--- config.mk ---
export PLATFORM = sky130hd
export DESIGN_NAME = dir_step_ctrl_flat
export DESIGN_NICKNAME = d
export VERILOG_FILES = /design/src/rtl/dir_step_ctrl_if.sv /design/src/rtl/dir_step_ctrl.sv /design/src/flat_wrapper.sv
export SDC_FILE = /design/constraint.sdc
export NUM_CORES = 1
export LEC_CHECK = 0
export CORE_AREA = 2 2 60 62
export CTS_CLUSTER_DIAMETER = 30
export CTS_CLUSTER_SIZE = 8
export DETAILED_ROUTE_END_ITERATION = 8
export DIE_AREA = 0 0 62 64
export PLACE_DENSITY = 0.66
export SLEW_MARGIN = 30
export SYNTH_ARGS = -nofsm -noshare
export SYNTH_HDL_FRONTEND = slang
export SYNTH_SLANG_ARGS = --single-unit
--- constraint.sdc ---
create_clock -name clk -period 2.9 [get_ports clk]
set_clock_uncertainty 0.2 [all_clocks]
set_input_delay 0.725 -clock clk [delete_from_list [all_inputs] [get_ports clk]]
set_output_delay 0.725 -clock clk [all_outputs]
set_load 0.02 [all_outputs]
--- src/rtl/dir_step_ctrl_if.sv ---
// Button-to-counter handshake bundle for dir_step_ctrl: raw buttons in,
// direction level, step pulse and debounced levels out.
interface dir_step_ctrl_if;
    logic       btn_up;
    logic       btn_dn;
    logic       up;
    logic       step;
    logic [1:0] held;

    modport master (output btn_up, btn_dn, input up, step, held);
    modport slave  (input btn_up, btn_dn, output up, step, held);
endinterface

--- src/rtl/dir_step_ctrl.sv ---
// Synchronize and debounce the up/down buttons, emit a direction level and a
// one-cycle step per press. Define AUTOREPEAT_EN to add hold-to-repeat steps.
module dir_step_ctrl #(
    parameter int DEB_CYCLES    = 4,
    parameter int CNT_W         = 8,
    parameter int REPEAT_CYCLES = 8
) (
    input  logic           clk,
    input  logic           rst_n,
    dir_step_ctrl_if.slave bus
);
    typedef enum logic [1:0] {IDLE, ARMING, PRESSED, RELEASING} state_e;

    localparam logic [CNT_W-1:0] DEB_LAST = CNT_W'(DEB_CYCLES - 1);
    localparam logic [CNT_W-1:0] CNT_MAX  = '1;

    if (($clog2(DEB_CYCLES + 1) > CNT_W) || ($clog2(REPEAT_CYCLES + 1) > CNT_W)) begin : g_bad_cnt_w
        $error("CNT_W too narrow for DEB_CYCLES/REPEAT_CYCLES");
    end

    function automatic logic [CNT_W-1:0] sat_inc(input logic [CNT_W-1:0] c);
        return (c == CNT_MAX) ? c : c + 1'b1;
    endfunction

    // Index 0 is the up button, index 1 the down button, matching held = {dn, up}.
    logic [1:0]       sync1_q, sync2_q;
    state_e           state_q [2];
    state_e           state_d [2];
    logic [CNT_W-1:0] cnt_q [2];
    logic [CNT_W-1:0] cnt_d [2];
    logic [1:0]       press_ev;
    logic [1:0]       step_ev;
    logic [1:0]       held_q, held_d;
    logic             up_q, up_d;
    logic             step_q, step_d;

    always_ff @(posedge clk or negedge rst_n) begin
        if (!rst_n) begin
            sync1_q <= 2'b00;
            sync2_q <= 2'b00;
        end else begin
            sync1_q <= {bus.btn_dn, bus.btn_up};
            sync2_q <= sync1_q;
        end
    end

    always_ff @(posedge clk or negedge rst_n) begin
        if (!rst_n) begin
            for (int i = 0; i < 2; i++) begin
                state_q[i] <= IDLE;
                cnt_q[i]   <= '0;
            end
            held_q <= 2'b00;
            up_q   <= 1'b1;
            step_q <= 1'b0;
        end else begin
            for (int i = 0; i < 2; i++) begin
                state_q[i] <= state_d[i];
                cnt_q[i]   <= cnt_d[i];
            end
            held_q <= held_d;
            up_q   <= up_d;
            step_q <= step_d;
        end
    end

    always_comb begin
        press_ev = 2'b00;
        held_d   = 2'b00;
        for (int i = 0; i < 2; i++) begin
            state_d[i] = state_q[i];
            cnt_d[i]   = cnt_q[i];
            case (state_q[i])
                IDLE: begin
                    if (sync2_q[i]) begin
                        state_d[i] = ARMING;
                        cnt_d[i]   = CNT_W'(1);
                    end
                end
                ARMING: begin
                    if (!sync2_q[i]) begin
                        state_d[i] = IDLE;
                        cnt_d[i]   = '0;
                    end else if (cnt_q[i] == DEB_LAST) begin
                        state_d[i]  = PRESSED;
                        cnt_d[i]    = '0;
                        press_ev[i] = 1'b1;
                    end else begin
                        cnt_d[i] = sat_inc(cnt_q[i]);
                    end
                end
                PRESSED: begin
                    if (!sync2_q[i]) begin
                        state_d[i] = RELEASING;
                        cnt_d[i]   = CNT_W'(1);
                    end
                end
                RELEASING: begin
                    // A high sample here is a release glitch: back to PRESSED silently.
                    if (sync2_q[i]) begin
                        state_d[i] = PRESSED;
                        cnt_d[i]   = '0;
                    end else if (cnt_q[i] == DEB_LAST) begin
                        state_d[i] = IDLE;
                        cnt_d[i]   = '0;
                    end else begin
                        cnt_d[i] = sat_inc(cnt_q[i]);
                    end
                end
                default: begin
                    state_d[i] = IDLE;
                    cnt_d[i]   = '0;
                end
            endcase
            held_d[i] = (state_d[i] == PRESSED) || (state_d[i] == RELEASING);
        end
    end

`ifdef AUTOREPEAT_EN
    localparam logic [CNT_W-1:0] RPT_LAST = CNT_W'(REPEAT_CYCLES - 1);

    logic [CNT_W-1:0] rpt_q [2];
    logic [CNT_W-1:0] rpt_d [2];
    logic [1:0]       rpt_ev;

    always_ff @(posedge clk or negedge rst_n) begin
        if (!rst_n) begin
            for (int i = 0; i < 2; i++) rpt_q[i] <= '0;
        end else begin
            for (int i = 0; i < 2; i++) rpt_q[i] <= rpt_d[i];
        end
    end

    // Counter only runs while staying in PRESSED; any other path clears it.
    always_comb begin
        rpt_ev = 2'b00;
        for (int i = 0; i < 2; i++) begin
            rpt_d[i] = '0;
            if ((state_q[i] == PRESSED) && sync2_q[i]) begin
                if (rpt_q[i] == RPT_LAST) begin
                    rpt_ev[i] = 1'b1;
                end else begin
                    rpt_d[i] = sat_inc(rpt_q[i]);
                end
            end
        end
    end

    assign step_ev = press_ev | rpt_ev;
`else
    assign step_ev = press_ev;
`endif

    // Simultaneous up and down events step once and keep the old direction.
    always_comb begin
        step_d = |step_ev;
        up_d   = up_q;
        if (step_ev == 2'b01) begin
            up_d = 1'b1;
        end else if (step_ev == 2'b10) begin
            up_d = 1'b0;
        end
    end

    assign bus.up   = up_q;
    assign bus.step = step_q;
    assign bus.held = held_q;
endmodule

--- src/flat_wrapper.sv ---
// flat-port wrapper written by rule: the top's interface ports become plain ports
module dir_step_ctrl_flat 
#(
    parameter int DEB_CYCLES    = 4,
    parameter int CNT_W         = 8,
    parameter int REPEAT_CYCLES = 8
)
  (clk, rst_n, bus_btn_up, bus_btn_dn, bus_up, bus_step, bus_held);
  dir_step_ctrl_if bus_i ();
  input  logic clk;
  input  logic rst_n;
  input wire logic [$bits(bus_i.btn_up)-1:0] bus_btn_up;
  input wire logic [$bits(bus_i.btn_dn)-1:0] bus_btn_dn;
  output wire logic [$bits(bus_i.up)-1:0] bus_up;
  output wire logic [$bits(bus_i.step)-1:0] bus_step;
  output wire logic [$bits(bus_i.held)-1:0] bus_held;
  assign bus_i.btn_up = bus_btn_up;
  assign bus_i.btn_dn = bus_btn_dn;
  assign bus_up = bus_i.up;
  assign bus_step = bus_i.step;
  assign bus_held = bus_i.held;
  dir_step_ctrl #(.DEB_CYCLES(DEB_CYCLES), .CNT_W(CNT_W), .REPEAT_CYCLES(REPEAT_CYCLES)) u_core (.clk(clk), .rst_n(rst_n), .bus(bus_i));
endmodule
==> impl_results.md, run 1 <==
* IO Port Bufs at 7
* CTS Root Cell: clkbuf_4
* Clock slew at reported path FFs at roughly 0.15 ns
* Largest net degree at the start of global routing at 29
* Sequential area share after synthesis at approximately half
* Vias per inst at roughly 5.7
* Final nets at 162
* FF-to-FF setup slack at 0.58 ns
* Global Route Usage Sum at approximately 16%
* Synth Flop Type: dfrtp_1
* R2R Path Start: u_core.cnt_q[5]
* Peak supply drop at around 0.55 mV
* GR Layer Usage met3 at a little under 4%
* Fin Setup TNS at 0 ns
* CTS sink cnt at 28
* Yosys warning total at 0
* Largest family of logic cells by synthesized area: compound AO/OA/AOI/OAI gates
* Fin crit share at 82.25%
* CP max stage cell: clkdlybuf4s50_1
* Multi-input logic area at around 700 um2
* Pwr Density at 729.4 nW/um2
* # hold bufs at CTS at 0
* Place WS at 0.6467 ns
* Filler Cell Count at 294
* CP max FO at 2
* Fin. Hold Viols at 0
* R2R cell count at 6
* DR iter-0 viols at 95
* Final WS setup at 0.5147 ns
* Hpwl dp at 1920 um
* CTS Buf Count at 3
* Residual DRC at 0
* CP top delay family: buffers and inverters
* Req. time, crit path at slightly below 2 ns
* Commonest non-fill, non-tap cell in the layout: dfrtp_1
* Grt met2 use at 25.13%
* Placer Congestion at 0.8489
* Worst setup startpoint: u_core.bus.up
* Cell row count at 21
* Num ports at 8
* Type of origin of the critical path: flop
* Compound-Gate Fraction of Synth Area at 21.10%
* Min Tclk post-route at 2.385 ns
* Final Max Tran Viols at 0
* Commonest cells after routing, fill and taps aside: dfrtp_1 (27), a21oi_1 (16), nor2_1 (14), nand2_1 (12)
* Slew headroom at 60.48%
* Slowest cell delay on critical path at between 0.5 and 0.6 ns
* Average wire per standard cell at 13.31 um
* Layout cells sized above 1 at between 10% and 20%
* Post-placement cell count at just under 200
* Outcome: completed
* Grt ovf at 0
* Layout Cells excl Fill at 199
* Vias in the first global route at 1,126
* Routed WL at 2649 um
* Mapped Area at 1459 um2
* Simple-Gate Fraction of Synth Area at 16.72%
* Syn Inst Count at 144
* Post-CTS Setup Bufs at 0
* Post-Synth XOR/XNOR Area at 3.602%
* WHS Path Cells at 0
* Antenna viol nets, final at 0
* Syn Area/Cell at 10.13 um2
* Setup crit end kind: output pin
* First-pass GRT wire length at 4795 um
* # resized after CTS at 0
* Tightest Pin Transition at 0.5929 ns
* RSZ-0062 raised after global routing: no
* Max Clock Freq at 419.2 MHz
* Initial antenna violation count at 0
* Min-Delay Path Class: reg2reg
* Full die area at 3968 um2
* CTS H-Tree Depth at 1
* Die width at 62 um
* CP arrival at 1.46 ns
* DRT Pass-1 Iters at 4
* Post-synthesis mux area share at ~3.9%
* Synthesized flop and latch total at 28
* # setup viols final at 0
* CP bufs+invs at 1
* Critical path endpoint: bus_up
* Met1 Track Usage GR at 19.95%
* CTS tree: built
* Area of the core at around 3300 um2
* RR Endpoint: u_core.bus.up
* Static Leakage at around 0.65 nW
* Initial Util at 44.42%
* Async set-or-reset flop fraction in the synthesized netlist at 100.0%
* Die height at 64 um
* Post-Synth Adder-Cell Area at 3.431%
* Worst path depth at 1
* FF/Latch Area at 701.9 um2
* Ant. Diodes at 0
* Critical Path, Cell by Cell: clkdlybuf4s50_1
* Clock buffer depth at 2
* Gr busiest metal: met2
* CP Class: reg2out
* Clk Latency, worst-skew pair at 0.32 ns
* Area delta synth->final at 9.691%
* Maxcap violations at 0
* Netlist cell types at 38
* Post-synth EDFFs at 0
* Routed vias at 1,125
* Synthesized Nets at 152
kinds of logic after synthesis:
logic type | after synthesis
DFF | 28
AOI/OAI and AO/OA | 45
xor gates and xnor gates | 6
adders and majority gates | 4
and+or+nand+nor | 46
muxes | 5
buffers and inverters | 10
power breakdown:
part | switching (mW) | internal [mW]
clock | 0.108 | 0.0538
sequential | 0.0702 | 0.464
combinational | 0.273 | 0.198
total | 0.451 | 0.716
flip-flops by register name, summed over array words and instances, names as in the netlist:
name,cells
u_core.bus.held,2
u_core.bus.up,1
u_core.sync1_q,2
u_core.state_q,4
u_core.sync2_q,2
u_core.cnt_q,16
u_core.bus.step,1
stage by stage:
step	util, %	total power, mW	hold slack (ns)	area (um2)
floorplan	-	0.8938	0.1312	1459
global placement	47.92	0.9912	0.1357	1574
detailed placement	47.92	1.012	0.1372	1574
CTS	48.72	1.183	0.1601	1600
global route	48.72	1.261	0.1758	1600
finish	48.72	1.167	0.1502	1600
layer usage:
layer	wire [um]	up-vias
li1	-	550
met1	1212	554
met2	1331	19
met3	76	2
met4	29	0
met5	0	-
worst min path at each step:
stage / start / endpoint / slack [ns]
after CTS: u_core.sync1_q[1] / u_core.sync2_q[1] / 0.16
final: u_core.sync1_q[1] / u_core.sync2_q[1] / 0.15
after global routing: u_core.sync1_q[0] / u_core.sync2_q[0] / 0.18
after floorplan: u_core.sync1_q[0] / u_core.sync2_q[0] / 0.13
after global placement: u_core.sync1_q[0] / u_core.sync2_q[0] / 0.14
after detailed placement: u_core.sync1_q[1] / u_core.sync2_q[1] / 0.14
final cells by class:
cell class                      count  area share (%)
Clock buffer                        4           1.642
Inverter                            7           1.642
Multi-Input combinational cell    106           44.41
Sequential cell                    28           43.86
Tap cell                           46           3.597
Timing Repair Buffer                8           4.848
Yosys cell counts, drive strengths merged, types with 3 or more instances:
library cell	n	share of area, %
a21oi	17	6.1
a31oi	3	1.3
a41oi	3	1.8
dfrtp	27	46
ha	4	3.4
inv	7	1.8
mux2	5	3.9
nand2	12	3.1
nand3	6	2.1
nor2	14	3.6
nor3	3	1.0
o21ai	11	3.8
o31ai	3	1.5
xnor2	3	1.8
xor2	3	1.8
(Power assumes the default switching activity.)
==> run 2: changes to the inputs <==
PLACE_DENSITY = 0.68   (was 0.66)
clock period = 2.1 ns   (was 2.9 ns; I/O delays follow)
==> run 2 against run 1 <==
Compared with the run above: global-route usage down 0.10 points; setup slack lost 0.43 ns; first-iteration DRC count is 9.5% lower.
==> impl_results.md, run 2 (synthesized netlist as in run 1, its figures left out) <==
* Outcome: completed
* Largest regs: u_core.cnt_q: 16 flops, u_core.state_q: 4 flops
* Vias in the first global route at 1,155 (+2.6%)
* Slew headroom at 68.94% (+8.5 points)
* Pwr Density at 986.4 nW/um2 (+35%)
* Commonest non-fill, non-tap cell in the layout: dfrtp_1
* Min-delay src: u_core.sync1_q[0]
* Die height at 64 um (unchanged)
* RR Endpoint: u_core.bus.up
* Worst setup startpoint: u_core.cnt_q[11]
* Routed vias at 1,182 (+5.1%)
* R2R Path Start: u_core.cnt_q[11]
* Clock slew at reported path FFs at 0.14 ns (about the same)
* Ant. Diodes at 0 (unchanged)
* # setup viols final at 0 (unchanged)
* Fin Setup TNS at 0 ns (unchanged)
* Num ports at 8 (unchanged)
* Commonest cells after routing, fill and taps aside: dfrtp_1 (25), a21oi_1 (16), buf_4 (14), nor2_1 (13), nand2_1 (12)
* Fin area at 1727 um2 (+7.9%)
* CP max FO at 2 (unchanged)
* Max reg flops at 16 (unchanged)
* Area of the core at 3284 um2 (unchanged)
* Vias per inst at 5.575 (-1.4%)
* Largest net degree at the start of global routing at 29 (unchanged)
* CTS tree: built
* Cell row count at 21 (unchanged)
* Req. time, crit path at 2.17 ns (+0.19 ns)
* Average wire per standard cell at 13.18 um (-0.96%)
* Peak supply drop at 0.5599 mV (+2.1%)
* Antenna viol nets, final at 0 (unchanged)
* R2R cell count at 5 (-1)
* Global Route Usage Sum at 15.55% (-0.10 points)
* Setup crit end kind: flop
* Placer Congestion at 0.9352 (+10%)
* Clk Latency, worst-skew pair at 0.32 ns (about the same)
* Final WS setup at 0.08900 ns (-0.4257 ns)
* Initial Util at 44.42% (unchanged)
* CTS Buf Count at 3 (unchanged)
* First-pass GRT wire length at 4705 um (-1.9%)
* Final Max Tran Viols at 0 (unchanged)
* CTS H-Tree Depth at 1 (unchanged)
* Post-placement cell count at 207 (+6.2%)
* CP arrival at 2.08 ns (+0.62 ns)
* Type of origin of the critical path: flop
* Maxcap violations at 0 (unchanged)
* Placed cell area at 1673 um2 (+6.3%)
* DR iter-0 viols at 86 (-9.5%)
* Hold WS at 0.1682 ns (+0.01808 ns)
* Grt ovf at 0 (unchanged)
* Biggest register: u_core.cnt_q
* Initial antenna violation count at 0 (unchanged)
* CP Class: reg2reg
* Area delta synth->final at 18.35%
* Fin crit share at around 96%
* Min-Delay Path Class: reg2reg
* Clock buffer depth at 2 (unchanged)
* Die width at 62 um (unchanged)
* Routed WL at 2795 um (+5.5%)
* Layout cells sized above 1 at 21.08% (+10 points)
* Final nets at 175 (+8.0%)
* CTS Root Cell: clkbuf_4
* Static Leakage at 0.7322 nW (+12%)
* Layout Cells excl Fill at 212 (+6.5%)
* IO Port Bufs at 7 (unchanged)
* Tightest Pin Transition at 0.4659 ns (-0.1269 ns)
* Hpwl dp at 2019 um (+5.2%)
* Max Clock Freq at slightly below 500 MHz
* Hold EP: u_core.sync2_q[0]
* CTS sink cnt at 28 (unchanged)
* FF-to-FF setup slack at 0.09 ns (-0.49 ns)
* Place WS at 0.06663 ns (-0.5801 ns)
* DRT Pass-1 Iters at 4 (unchanged)
* WHS Path Cells at 0 (unchanged)
* Full die area at 3968 um2 (unchanged)
* Residual DRC at 0 (unchanged)
* RSZ-0062 raised after global routing: no
* Fin. Hold Viols at 0 (unchanged)
* Min Tclk post-route at 2.011 ns
## run 2: changes by cell type in the layout (fill, tap and decap cells not counted), sizes merged
cell and change:
buf +13, clkdlybuf4s50 -1, dlygate4sd2 +1
## run 2: area by class of cell
cell class	instances	area (um2)
clock buffers	4	36.28
fillers	312	1558
inverters	7	26.28
multi-input cells	106	728.2
flip-flops and latches	28	704.4
well taps	46	57.56
repair buffers	21	173.9
## run 2: through the flow
stage / power (mW) / util (%)
CTS: 1.724 / 52.00
floorplan: 1.234 / -
finish: 1.703 / 52.57
global route: 1.826 / 52.57
detailed placement: 1.456 / 50.93
global placement: 1.431 / 50.93
## run 2: routing by layer
layer / vias up / global-route usage, % / routed length [um] / share of wire, %
li1: 576 / - / - / -
met1: 571 / 18.58 / 1231 / 44
met2: 31 / 26.30 / 1428 / 51
met3: 4 / 4.453 / 98 / 3.5
met4: 0 / 4.521 / 37 / 1.3
met5: - / 0 / 0 / 0
## run 2: how the worst max path moves through the flow
stage | end | cells after the start
after floorplan | u_core.bus.up | 6
after global placement | u_core.bus.up | 6
after detailed placement | u_core.bus.up | 6
after CTS | u_core.bus.up | 6
after global routing | u_core.bus.up | 5
final | u_core.bus.up | 5
## run 2: report_power, final
part           internal (mW)  leakage (nW)  total, mW  switching (mW)
clock network          0.106        0.0210      0.258           0.152
registers              0.640         0.358      0.727          0.0862
logic                  0.328         0.354      0.718           0.390
## run 2: what timing repair did
item,in CTS,in global routing
endpoints found under the setup margin,1,1
pin swaps,0,0
hold buffers,0,0
gates resized for setup,1,5
setup buffers,0,1
gates cloned,0,0
## run 2: worst max-delay path: stages, from the launching register on
cell	delay (ns)
dfrtp_1	0.43
nor4_4	0.32
and3_2	0.23
nand4b_1	0.14
ha_1	0.33
mux2_4	0.30
==> run 3: changes to the inputs <==
PLACE_DENSITY = 0.7   (was 0.68)
==> run 3 against run 2 <==
Compared with the run above: count of clock-buffer cells in the layout unchanged; total power rose by 0.59%; utilization stayed put; register-to-register slack is essentially flat; critical path type unchanged; critical endpoint unchanged; highest routed layer unchanged.
==> impl_results.md, run 3 (synthesized netlist as in run 1, its figures left out) <==
* Fin crit share at 96.37% (+0.61 points)
* Clk Latency, worst-skew pair at 0.32 ns (about the same)
* Max reg flops at 16 (unchanged)
* IO Port Bufs at 7 (unchanged)
* Placed cell area at 1680 um2 (+0.45%)
* Type of origin of the critical path: flop
* Pwr Density at 992.3 nW/um2 (+0.59%)
* Biggest register: u_core.cnt_q
* Maxcap violations at 0 (unchanged)
* CTS Buf Count at 3 (unchanged)
* Layout cells sized above 1 at 21.08% (unchanged)
* R2R Path Start: u_core.cnt_q[6]
* Ant. Diodes at 0 (unchanged)
* Fin area at 1727 um2 (unchanged)
* Largest regs: u_core.cnt_q: 16 flops, u_core.state_q: 4 flops
* Commonest cells after routing, fill and taps aside: dfrtp_1 (25), a21oi_1 (16), buf_4 (14), nor2_1 (13), nand2_1 (12)
* CP arrival at 2.09 ns (about the same)
* Cell row count at 21 (unchanged)
* Tot Pwr at 1.713 mW (+0.59%)
* Req. time, crit path at 2.17 ns (about the same)
* Area of the core at 3284 um2 (unchanged)
* Fin util at 52.57% (unchanged)
* Peak supply drop at 0.5288 mV (-5.6%)
* Fin Setup TNS at 0 ns (unchanged)
* CP Class: reg2reg
* Clock slew at reported path FFs at 0.15 ns (about the same)
* Placer Congestion at 0.8653 (-7.5%)
* Setup crit end kind: flop
* CTS tree: built
* Hpwl dp at 2189 um (+8.4%)
* Final Max Tran Viols at 0 (unchanged)
* CTS H-Tree Depth at 1 (unchanged)
* R2R cell count at 6 (+1)
* CP max FO at 4 (+2)
* Clock buffer depth at 2 (unchanged)
* # setup viols final at 0 (unchanged)
* Min Tclk post-route at 2.024 ns (+0.01279 ns)
* Static Leakage at 0.7330 nW (+0.12%)
* Num ports at 8 (unchanged)
* CTS Root Cell: clkbuf_4
* RSZ-0062 raised after global routing: no
* Commonest non-fill, non-tap cell in the layout: dfrtp_1
* Min-delay src: u_core.sync1_q[0]
* DR iter-0 viols at 143 (+66%)
* Initial Util at 44.42% (unchanged)
* WHS Path Cells at 0 (unchanged)
* CTS sink cnt at 28 (unchanged)
* Vias in the first global route at 1,186 (+2.7%)
* Full die area at 3968 um2 (unchanged)
* Antenna viol nets, final at 0 (unchanged)
* Fin. Hold Viols at 0 (unchanged)
* Die height at 64 um (unchanged)
* Min-Delay Path Class: reg2reg
* Routed vias at 1,195 (+1.1%)
* Die width at 62 um (unchanged)
* Hold EP: u_core.sync2_q[0]
* Average wire per standard cell at 14.17 um (+7.5%)
* Initial antenna violation count at 0 (unchanged)
* Hold WS at 0.1689 ns (+0.0006070 ns)
* Area delta synth->final at 18.35% (unchanged)
* Tightest Pin Transition at 0.4867 ns (+0.02074 ns)
* Largest net degree at the start of global routing at 29 (unchanged)
* Max Clock Freq at 494.1 MHz (-0.63%)
* Global Route Usage Sum at 17.39% (+1.8 points)
* Filler Cell Count at 307 (-1.6%)
* First-pass GRT wire length at 5333 um (+13%)
* Residual DRC at 0 (unchanged)
* Routed WL at 3004 um (+7.5%)
* Final nets at 175 (unchanged)
* Slew headroom at 67.55% (-1.4 points)
* RR Endpoint: u_core.bus.up
* DRT Pass-1 Iters at 4 (unchanged)
* Outcome: completed
* Grt ovf at 0 (unchanged)
* FF-to-FF setup slack at 0.08 ns (about the same)
* Vias per inst at 5.637 (+1.1%)
==> run 3: cell counts in the layout (fill, tap and decap cells not counted) <==
Identical to the previous run, type by type.
==> run 3: worst max-delay path: stages (launching register included) <==
cell and delay, ns:
dfrtp_2 0.47, nor4_4 0.31, nand3_1 0.12, nor2_1 0.13
nand3b_1 0.13, ha_1 0.31, mux2_4 0.30
==> run 3: layout make-up <==
| type | instances | area [um2] | share of cell area [%] |
|---|---|---|---|
| Multi-Input combinational cell | 106 | 728.2 | 42.17 |
| Sequential cell | 28 | 704.4 | 40.80 |
| Inverter | 7 | 26.28 | 1.522 |
| Clock buffer | 4 | 36.28 | 2.101 |
| Tap cell | 46 | 57.56 | 3.333 |
| Timing Repair Buffer | 21 | 173.9 | 10.07 |
==> run 3: how the worst max path moves through the flow <==
stage	from	to	slack [ns]	depth (start not counted)
2_1_floorplan	u_core.cnt_q[11]	u_core.bus.up	0.02	6
3_3_place_gp	u_core.cnt_q[4]	u_core.bus.up	0.15	6
3_5_place_dp	u_core.cnt_q[4]	u_core.bus.up	0.09	6
4_1_cts	u_core.cnt_q[4]	u_core.bus.up	0.07	6
5_1_grt	u_core.cnt_q[5]	u_core.bus.up	0.01	6
6_report	u_core.cnt_q[6]	u_core.bus.up	0.08	6
==> run 3: through the flow <==
step	setup slack [ns]	cells
3_5_place_dp	0.08737	208
4_1_cts	0.06889	212
2_1_floorplan	0.02407	144
6_report	0.07621	212
5_1_grt	0.01261	212
3_3_place_gp	0.1538	208
==> run 3: power breakdown <==
group          internal, mW  switching [mW]
clock                 0.106           0.156
sequential            0.640          0.0873
combinational         0.318           0.406
total                  1.06           0.649
==> run 3: what timing repair did <==
item                                    CTS  global route
gates resized for setup                   1             5
pin swaps                                 0             1
buffers inserted                          0             0
hold buffers                              0             0
endpoints found under the setup margin    1             5
==> run 3: layer usage <==
layer | vias to the layer above | track usage, % | routed length [um]
li1 | 577 | - | -
met1 | 588 | 22.24 | 1322
met2 | 26 | 28.91 | 1534
met3 | 4 | 3.846 | 106
met4 | 0 | 4.521 | 41
met5 | - | 0 | 0
